--- src/rtl/serial_subtractor.sv ---
`default_nettype none
// ============================================================================
//  Module   : serial_subtractor
//  Purpose  : Bit-serial WIDTH-bit subtractor, diff = a - b - bin, processed
//             LSB first at one bit per clock. A single borrow flip-flop links
//             the bit positions. This unit is for decrement and compare paths
//             where saving area is worth more than latency.
//
//  Ports    : clk    - rising-edge clock
//             rst_n  - asynchronous active-low reset
//             start  - operation request. It is sampled when no bits are in
//                      flight (IDLE, or the edge that leaves DONE).
//             a, b   - minuend and subtrahend. Captured on acceptance.
//             bin    - borrow-in. Captured on acceptance.
//             busy   - high while an operation is in RUN or DONE
//             done   - one-cycle pulse when diff and bout are valid
//             diff   - a - b - bin mod 2^WIDTH. Held until the next DONE.
//             bout   - borrow-out. Set when a < b + bin (unsigned).
//             ovf    - two's-complement overflow of a - b - bin. This port
//                      exists only when SERSUB_OVF_EN is defined.
//
//  Options  : SERSUB_OVF_EN - adds the signed-overflow output and the
//                             operand MSB capture registers it needs.
//
//  Timing   : If start is accepted at edge 0, bits are processed at edges
//             1..WIDTH. done is high between edge WIDTH and edge WIDTH+1.
//             Edge WIDTH+1 can accept the next operation, so the throughput
//             is one result every WIDTH+1 cycles.
//
//  Revision : 1.0 - initial release
// ============================================================================
module serial_subtractor #(
    parameter int WIDTH = 8               // legal range 2..32
) (
    input  logic             clk,
    input  logic             rst_n,
    input  logic             start,
    input  logic [WIDTH-1:0] a,
    input  logic [WIDTH-1:0] b,
    input  logic             bin,
    output logic             busy,
    output logic             done,
    output logic [WIDTH-1:0] diff,
    output logic             bout
`ifdef SERSUB_OVF_EN
    ,
    output logic             ovf
`endif
);

    // ------------------------------------------------------------------------
    // Constants
    // ------------------------------------------------------------------------
    localparam int CNT_W = $clog2(WIDTH);

    localparam logic [1:0] c_ST_IDLE = 2'd0;
    localparam logic [1:0] c_ST_RUN  = 2'd1;
    localparam logic [1:0] c_ST_DONE = 2'd2;

    // Count value at the edge that processes the final (MSB) bit.
    localparam logic [CNT_W-1:0] c_CNT_LAST = CNT_W'(WIDTH - 1);
    localparam logic [CNT_W-1:0] c_CNT_ONE  = CNT_W'(1);

    // ------------------------------------------------------------------------
    // State and datapath registers
    // ------------------------------------------------------------------------
    logic [1:0]       r_state;
    logic [WIDTH-1:0] r_sa;      // minuend shift register
    logic [WIDTH-1:0] r_sb;      // subtrahend shift register
    logic [WIDTH-1:0] r_res;     // result bits, filled from the MSB end
    logic             r_br;      // running borrow between bit positions
    logic [CNT_W-1:0] r_cnt;     // index of the bit being processed
    logic [WIDTH-1:0] r_diff;
    logic             r_bout;
    logic             r_busy;
    logic             r_done;

`ifdef SERSUB_OVF_EN
    logic             r_amsb;    // sign of the captured minuend
    logic             r_bmsb;    // sign of the captured subtrahend
    logic             r_ovf;
`endif

    // ------------------------------------------------------------------------
    // One-bit full subtractor on the current LSBs
    // ------------------------------------------------------------------------
    logic w_d;
    logic w_br_nxt;
    logic w_last;
    logic w_accept;

    assign w_d      = r_sa[0] ^ r_sb[0] ^ r_br;
    assign w_br_nxt = (~r_sa[0] & r_sb[0]) | (~r_sa[0] & r_br) | (r_sb[0] & r_br);
    assign w_last   = (r_cnt == c_CNT_LAST);

    // The edge that leaves DONE has no bits in flight. Letting it also load
    // the next operation is what gives one result every WIDTH+1 cycles when
    // start is held high. A start seen during RUN is dropped, not queued.
    assign w_accept = start && ((r_state == c_ST_IDLE) || (r_state == c_ST_DONE));

    // ------------------------------------------------------------------------
    // Control and datapath sequencing
    // ------------------------------------------------------------------------
    always_ff @(posedge clk or negedge rst_n) begin
        if (!rst_n) begin
            r_state <= c_ST_IDLE;
            r_sa    <= '0;
            r_sb    <= '0;
            r_res   <= '0;
            r_br    <= 1'b0;
            r_cnt   <= '0;
            r_diff  <= '0;
            r_bout  <= 1'b0;
            r_busy  <= 1'b0;
            r_done  <= 1'b0;
        end else begin
            case (r_state)
                c_ST_IDLE: begin
                    r_done <= 1'b0;
                    if (w_accept) begin
                        r_sa    <= a;
                        r_sb    <= b;
                        r_br    <= bin;
                        r_cnt   <= '0;
                        r_busy  <= 1'b1;
                        r_state <= c_ST_RUN;
                    end
                end

                c_ST_RUN: begin
                    r_sa  <= {1'b0, r_sa[WIDTH-1:1]};
                    r_sb  <= {1'b0, r_sb[WIDTH-1:1]};
                    r_res <= {w_d, r_res[WIDTH-1:1]};
                    r_br  <= w_br_nxt;
                    r_cnt <= r_cnt + c_CNT_ONE;
                    if (w_last) begin
                        // The final bit completes here. Publish the result
                        // straight from the shift path so that diff is
                        // already valid during the DONE cycle.
                        r_diff  <= {w_d, r_res[WIDTH-1:1]};
                        r_bout  <= w_br_nxt;
                        r_done  <= 1'b1;
                        r_state <= c_ST_DONE;
                    end
                end

                c_ST_DONE: begin
                    r_done <= 1'b0;
                    if (w_accept) begin
                        r_sa    <= a;
                        r_sb    <= b;
                        r_br    <= bin;
                        r_cnt   <= '0;
                        r_busy  <= 1'b1;
                        r_state <= c_ST_RUN;
                    end else begin
                        r_busy  <= 1'b0;
                        r_state <= c_ST_IDLE;
                    end
                end

                default: begin
                    r_busy  <= 1'b0;
                    r_done  <= 1'b0;
                    r_state <= c_ST_IDLE;
                end
            endcase
        end
    end

`ifdef SERSUB_OVF_EN
    // ------------------------------------------------------------------------
    // Signed overflow. It can only happen when the operand signs differ and
    // the result sign differs from the minuend sign. The result MSB is the
    // bit produced at the final edge.
    // ------------------------------------------------------------------------
    always_ff @(posedge clk or negedge rst_n) begin
        if (!rst_n) begin
            r_amsb <= 1'b0;
            r_bmsb <= 1'b0;
            r_ovf  <= 1'b0;
        end else begin
            if (w_accept) begin
                r_amsb <= a[WIDTH-1];
                r_bmsb <= b[WIDTH-1];
            end
            if ((r_state == c_ST_RUN) && w_last) begin
                r_ovf <= (r_amsb != r_bmsb) && (w_d != r_amsb);
            end
        end
    end

    assign ovf = r_ovf;
`endif

    // ------------------------------------------------------------------------
    // Outputs are driven only from registers
    // ------------------------------------------------------------------------
    assign busy = r_busy;
    assign done = r_done;
    assign diff = r_diff;
    assign bout = r_bout;

endmodule
`default_nettype wire

--- config.mk ---
export PLATFORM = sky130hd
export DESIGN_NAME = serial_subtractor
export DESIGN_NICKNAME = d
export VERILOG_FILES = /design/src/rtl/serial_subtractor.sv
export SDC_FILE = /design/constraint.sdc
export NUM_CORES = 1
export LEC_CHECK = 0
export ABC_CLOCK_PERIOD_IN_PS = 2500
export CORE_MARGIN = 2
export CORE_UTILIZATION = 59
export CTS_BUF_LIST = sky130_fd_sc_hd__clkbuf_4 sky130_fd_sc_hd__clkbuf_8
export DETAILED_ROUTE_END_ITERATION = 8
export PLACE_DENSITY_LB_ADDON = 0.2
export RECOVER_POWER = 100
export SETUP_SLACK_MARGIN = 0.05
export SLEW_MARGIN = 0
export SYNTH_ARGS = -nofsm -noshare
export SYNTH_HDL_FRONTEND = slang
export SYNTH_SLANG_ARGS = --single-unit
--- constraint.sdc ---
create_clock -name clk -period 2.5 [get_ports clk]
set_input_delay 0.25 -clock clk [delete_from_list [all_inputs] [get_ports clk]]
set_output_delay 0.25 -clock clk [all_outputs]
set_load 0.02 [all_outputs]
==> run metrics, run 1 <==
Slew Limit Fails 41; power density cells approximately 1200 mW/mm²; # DRC 0; first-pass GRT wire length between 5000 and 6000 µm; Synthesized Nets between 150 and 200; Setup Skew about 0.016 ns; crit path max fanout 40; Synth Register Bits 40; Skew-Pair Late Insertion Delay 0.35 ns; Lkg Pwr around 0.00092 µW; Routed WL around 3300 µm; Setup TNS 0 ns; final worst-path cycle share approximately 76%; drt wl/cell between 10 and 15 µm; Mapped Area around 0.0019 mm²; row count 20; Cells after Synth 155; post-CTS setup buffer count 0; fin crit period between 1.5 and 2 ns; Tot GR Track Use 20.8%; CTS root buffer clkbuf_4; H-tree depth 2; die height just over 60 µm; post-route ant nets 0; worst-case vdd ir drop between 0.5 and 0.6 mV; worst-margin pin slew between 2 and 2.5 ns; area of the die 0.00375 mm²; RSZ-0062 raised after global routing no; Avg Cell Area, Syn approximately 12 µm²; share of cells above drive strength 1 about 6.5%; diodes inserted 0; Multi-input gate area between 700 and 800 µm²; CTS tree done; Final setup viols 0; Worst Path Arrival between 2 and 2.5 ns; critical path launch point type flop; vias per cell 5.42; final hold viol count 0; failing checks max-capacitance violations, max-slew violations; Clock Tree Buf Depth 2; # fillers between 200 and 250; Yosys cell types 25; Slew headroom -40.5%; nets approximately 210; Core Area around 0.003 mm²; critical path class flop to flop; Num Clock Sinks 40; fmax around 530 MHz; GP Congestion about 0.73; DP HPWL approximately 2300 µm; register area between 0.001 and 0.0015 mm²; HP Class input port to asynchronous set/reset pin; Worst-path clk slew ~0.12 ns; YS warnings 0; largest net degree at the start of global routing 41; CTS Buf Count 5; critical path required time 2.74 ns; Top Ports 31; input/output buffers 30; number of global-route vias before repair ~1.2k; GR Overflow Total 0; Initial Util between 60% and 70%; initial antenna violation count 0; P&R area growth vs syn 16.5%; first drt pass iteration count 4; Synth area leaders dfrtp_1 (52%), mux2i_1 (9.3%), mux2_4 (9.3%); Seq/Total Area, Yosys slightly above 50%; final core occ 73.1%; via count 1242; largest area contributor in the netlist dfrtp_1; Worst Setup End Kind flop; outcome complete, but fails checks; # resized after CTS 0; share of the synthesized area in the top cell type slightly above 50%; 1st-iter DRT viols 40; die width a little over 60 µm; Hold Buf Count CTS 0; Max-cap violations 1
routing by layer:
metal	routed length [µm]	vias to the layer above	global-route usage, %
li1	-	618	-
met3	127	7	3.78
met2	1630	29	33.4
met5	0	-	0
met1	1450	588	27.7
met4	53	0	9.32
logic make-up after synthesis:
family                     synth area share [%]
DFF                                        51.8
and+or+nand+nor                            7.38
muxes                                      21.0
buffers and inverters                      5.05
AOI/OAI and AO/OA                          12.4
adders and majority gates                  2.33
power breakdown:
part / switching [µW] / leakage (µW) / internal, µW
registers: 211 / 0.000477 / 960
logic: 524 / 0.000400 / 522
clock network: 208 / 0.0000456 / 221
worst paths after layout:
| check | depth (start not counted) | slack [ns] | end | start |
|---|---|---|---|---|
| max | 3 | 0.60 | r_res[5] | r_state[0] |
| min | 1 | 0.50 | diff[1] | rst_n |
| max reg2reg | 3 | 0.60 | r_res[5] | r_state[0] |
| min reg2reg | 1 | 0.50 | r_cnt[0] | r_cnt[0] |
| max in group asynchronous | 1 | 0.79 | r_sa[2] | rst_n |
| min in group clk | 1 | 0.50 | r_cnt[0] | r_cnt[0] |
state kept, by name (all words and copies together) (netlist names):
register,count
diff,8
r_sa,8
r_sb,8
r_res,7
r_cnt,3
r_state,2
bout,1
busy,1
done,1
r_br,1
critical path, stage by stage (launching register included):
cell and delay (ns):
dfrtp_1 0.38, clkbuf_2 0.57, nand2b_1 0.43, mux2_1 0.42
cells in the mapped netlist:
master,number
dfrtp_1,40
mux2i_1,18
a21oi_1,16
a211oi_1,15
nor2b_1,15
mux2_4,12
o21ai_1,6
buf_4,3
mux2_1,3
nor2_1,3
a22o_1,2
buf_2,2
buf_6,2
clkbuf_1,2
ha_1,2
inv_1,2
nand2_1,2
nand2b_1,2
nand3_1,2
buf_1,1
buf_12,1
fa_1,1
inv_2,1
mux2_2,1
nand3b_1,1
through the flow:
stage | hold slack [ns] | power, µW | instance area [µm²] | setup slack [ns] | instances
2_1_floorplan | -0.0456 | 2050 | 1930 | 1.03 | 155
3_3_place_gp | 0.395 | 2340 | 2220 | 0.777 | 221
3_5_place_dp | 0.413 | 2420 | 2220 | 0.721 | 221
4_1_cts | 0.0231 | 2850 | 2300 | 0.713 | 229
5_1_grt | 0.527 | 2840 | 2250 | 0.389 | 229
6_report | 0.496 | 2650 | 2250 | 0.596 | 229
final cells by class:
type                    instances  share of cell area, %
repair buffers                 33                   14.0
clock buffers                   6                   2.00
inverters                       3                  0.501
multi-input cells             101                   35.0
clock inverters                 2                   1.56
well taps                      44                   2.45
flip-flops and latches         40                   44.5
layout by cell type, fill, tap and decap left out, drive strengths merged:
cell,count
clkbuf,8
nand2b,2
dlygate4sd3,11
mux2,16
a22o,2
o21ai,6
ha,2
mux2i,18
clkinv,2
nor2b,15
dfrtp,40
clkdlybuf4s50,18
bufinv,1
inv,2
a21oi,16
nand2,2
nor2,3
buf,2
fa,1
a211oi,15
nand3b,1
nand3,2
Power figures use the tool's default switching activity.
==> run 2: changes to the inputs <==
--- a/config.mk
+++ b/config.mk
@@ -5,9 +5,9 @@
 export SDC_FILE = /design/constraint.sdc
 export NUM_CORES = 1
 export LEC_CHECK = 0
-export ABC_CLOCK_PERIOD_IN_PS = 2500
+export ABC_CLOCK_PERIOD_IN_PS = 1590
 export CORE_MARGIN = 2
-export CORE_UTILIZATION = 59
+export CORE_UTILIZATION = 50
 export CTS_BUF_LIST = sky130_fd_sc_hd__clkbuf_4 sky130_fd_sc_hd__clkbuf_8
 export DETAILED_ROUTE_END_ITERATION = 8
 export PLACE_DENSITY_LB_ADDON = 0.2
==> constraint.sdc (replaced) <==
create_clock -name clk -period 1.59 [get_ports clk]
set_input_delay 0.159 -clock clk [delete_from_list [all_inputs] [get_ports clk]]
set_output_delay 0.159 -clock clk [all_outputs]
set_load 0.02 [all_outputs]
==> run 2 against run 1 <==
Net effect: the flow now finishes without violations; global-route usage down 3.3 points; count of clock-buffer cells in the layout unchanged; utilization fell by 6.8 points; sequential share of layout area shrank 3.5 points; register-to-register slack got worse by 0.54 ns; sequential cell count unchanged; wire length is 8.9% higher; non-clock buffer count up 9; clock power rose by 59%; largest cell class unchanged.
==> run metrics, run 2 (same netlist as run 1, synthesis figures left out) <==
power consumption 4460 µW (was 2650 µW); Setup Skew 0.00758 ns (was 0.0155 ns); input/output buffers 30 (unchanged); GR Overflow Total 0 (unchanged); largest net degree at the start of global routing 40 (was 41); slowest library cell on the worst path dfrtp_1 (was clkbuf_2); initial antenna violation count 0 (unchanged); critical path class flop to flop (unchanged); Critical Path Max Stage Delay 0.40 ns (was 0.57 ns); Routed WL 3550 µm (was 3260 µm); leading cell type in the layout, fill and taps excluded dfrtp_1 (unchanged); post-route ant nets 0 (unchanged); CP delay by family, top flip-flops (was buffers and inverters); fin crit period 1.53 ns (was 1.90 ns); Clock Tree Buf Depth 2 (unchanged); CTS Buf Count 5 (unchanged); crit path max fanout 6 (was 40); CTS tree done (unchanged); switch share 35.0% (was 35.6%); internal power 2900 µW (was 1700 µW); # DRC 0 (unchanged); critical-path cell list ha_2, ha_4, nand3b_1, buf_6, buf_12, mux2_4 (was clkbuf_2, nand2b_1, mux2_1); register share of total power 41.9% (was 44.3%); worst-margin pin slew 0.977 ns (was 2.11 ns); commonest cells after routing, fill and taps aside dfrtp_1 (40), mux2i_1 (18), clkdlybuf4s50_1 (18) (unchanged); Worst Setup End Kind flop (unchanged); Slew Limit Fails 0 (was 41); critical path launch point type flop (unchanged); nets 216 (was 207); RSZ-0062 raised after global routing yes (was no); Top Ports 31 (unchanged); Final setup viols 0 (unchanged); final cell count without fillers 242 (was 229); Worst-path clk slew 0.07 ns (was 0.12 ns); via count 1323 (was 1242); area of the die 0.00438 mm² (was 0.00375 mm²); 1st-iter DRT viols 47 (was 40); Cells on Worst Hold Path 2; GP Congestion 0.704 (was 0.725); sw power 1560 µW (was 943 µW); Skew-Pair Late Insertion Delay 0.29 ns (was 0.35 ns); Slew headroom 34.8% (was -40.5%); first drt pass iteration count 4 (unchanged); Lkg Pwr 0.00104 µW (was 0.000923 µW); die width 66.2 µm (was 61.2 µm); Core Area 0.00369 mm² (was 0.00308 mm²); Num Clock Sinks 40 (unchanged); reg2reg path depth 6 (was 3); WP depth 6 (was 3); first-pass GRT wire length 5760 µm (was 5640 µm); Hold WS 0.488 ns (was 0.496 ns); power density cells 1820 mW/mm² (was 1180 mW/mm²); Max-cap violations 0 (was 1); CTS root buffer clkbuf_8 (was clkbuf_4); number of global-route vias before repair 1252 (was 1226); row count 22 (was 20); P&R area growth vs syn 26.5% (was 16.5%); Worst Path Arrival 1.71 ns (was 2.14 ns); Clk pwr share 15.3% (was 16.2%); die height 66.2 µm (was 61.2 µm); GRT busiest layer met2 (unchanged); GRT met2 Usage 30.8% (was 33.4%); GR Util met3 5.79% (was 3.78%); CP Buf/Inv Count 2 (was 1); placed cells 227 (was 221); combinational power share 42.8% (was 39.5%); final worst-path cycle share 96.3% (was 76.2%); diodes inserted 0 (unchanged); vias per cell 5.47 (was 5.42); M1 GR Usage 20.6% (was 27.7%); final hold viol count 0 (unchanged); fmax 653 MHz (was 525 MHz); worst-case vdd ir drop 0.797 mV (was 0.556 mV); HP Class flop to flop (was input port to asynchronous set/reset pin); outcome complete, no violations (was complete, but fails checks); share of cells above drive strength 1 16.0% (was 6.49%); DP HPWL 2380 µm (was 2300 µm); Setup TNS 0 ns (unchanged); Tot GR Track Use 17.6% (was 20.8%); Initial Util 52.4% (was 62.8%); drt wl/cell 14.7 µm (was 14.2 µm); critical path required time 1.77 ns (was 2.74 ns); H-tree depth 2 (unchanged)
## run 2: cell types whose count changed in the layout (fill, tap and decap cells not counted), moves of 2 or more
cell      before  now
mux2_1        15    7
buf_12         0    3
clkbuf_8       0    6
clkbuf_4       6    1
mux2_4         0    8
ha_1           2    0
buf_4          2    4
## run 2: metal layers
metal | vias to the layer above | part of all wire, %
li1 | 632 | -
met1 | 654 | 44
met2 | 32 | 50
met3 | 5 | 4.6
met4 | 0 | 1.2
met5 | - | 0
## run 2: what timing repair did
| item | in CTS | in global routing |
|---|---|---|
| pin swaps | 1 | 1 |
| hold buffers | 1 | 0 |
| resized for setup | 4 | 2 |
| setup buffers | 3 | 2 |
| endpoints found under the setup margin | 1 | 8 |
| endpoints found under the hold margin | 16 | 0 |
| gates cloned | 1 | 0 |
## run 2: layout make-up
cell class	count	area (µm²)
Fill cell	307	1240
Sequential cell	40	1000
Multi-Input combinational cell	101	833
Timing Repair Buffer	42	445
Clock buffer	6	82.6
Tap cell	48	60.1
Inverter	3	11.3
Clock inverter	2	10.0
## run 2: stage by stage
stage	setup WS, ns	area, µm²	util [%]
2_1_floorplan	0.125	1930	-
3_3_place_gp	0.0977	2280	61.7
3_5_place_dp	0.0463	2280	61.7
4_1_cts	0.0772	2440	66.1
5_1_grt	0.0232	2440	66.2
6_report	0.0588	2440	66.2
## run 2: final timing paths
kind                           from       to  slack (ns)
max in group asynchronous     rst_n  r_sb[1]        0.40
setup / recovery           r_cnt[1]  diff[6]        0.06
setup reg to reg           r_cnt[1]  diff[6]        0.06
min in group asynchronous     rst_n     busy        0.54
hold reg to reg             diff[7]  diff[7]        0.49
hold / removal              diff[7]  diff[7]        0.49
## run 2: tightest hold or removal path, stage by stage, from the launching register on
cell and delay (ns):
dfrtp_1 0.34, nand2_1 0.05, o21ai_1 0.06
## run 2: power groups by stage
stage	clock, µW	sequential (µW)	combinational (µW)
after floorplan	0	1950	1260
after detailed placement	0	1890	1950
after global placement	0	1850	1860
final	683	1870	1910
after global routing	748	1940	2090
after CTS	700	1870	2040
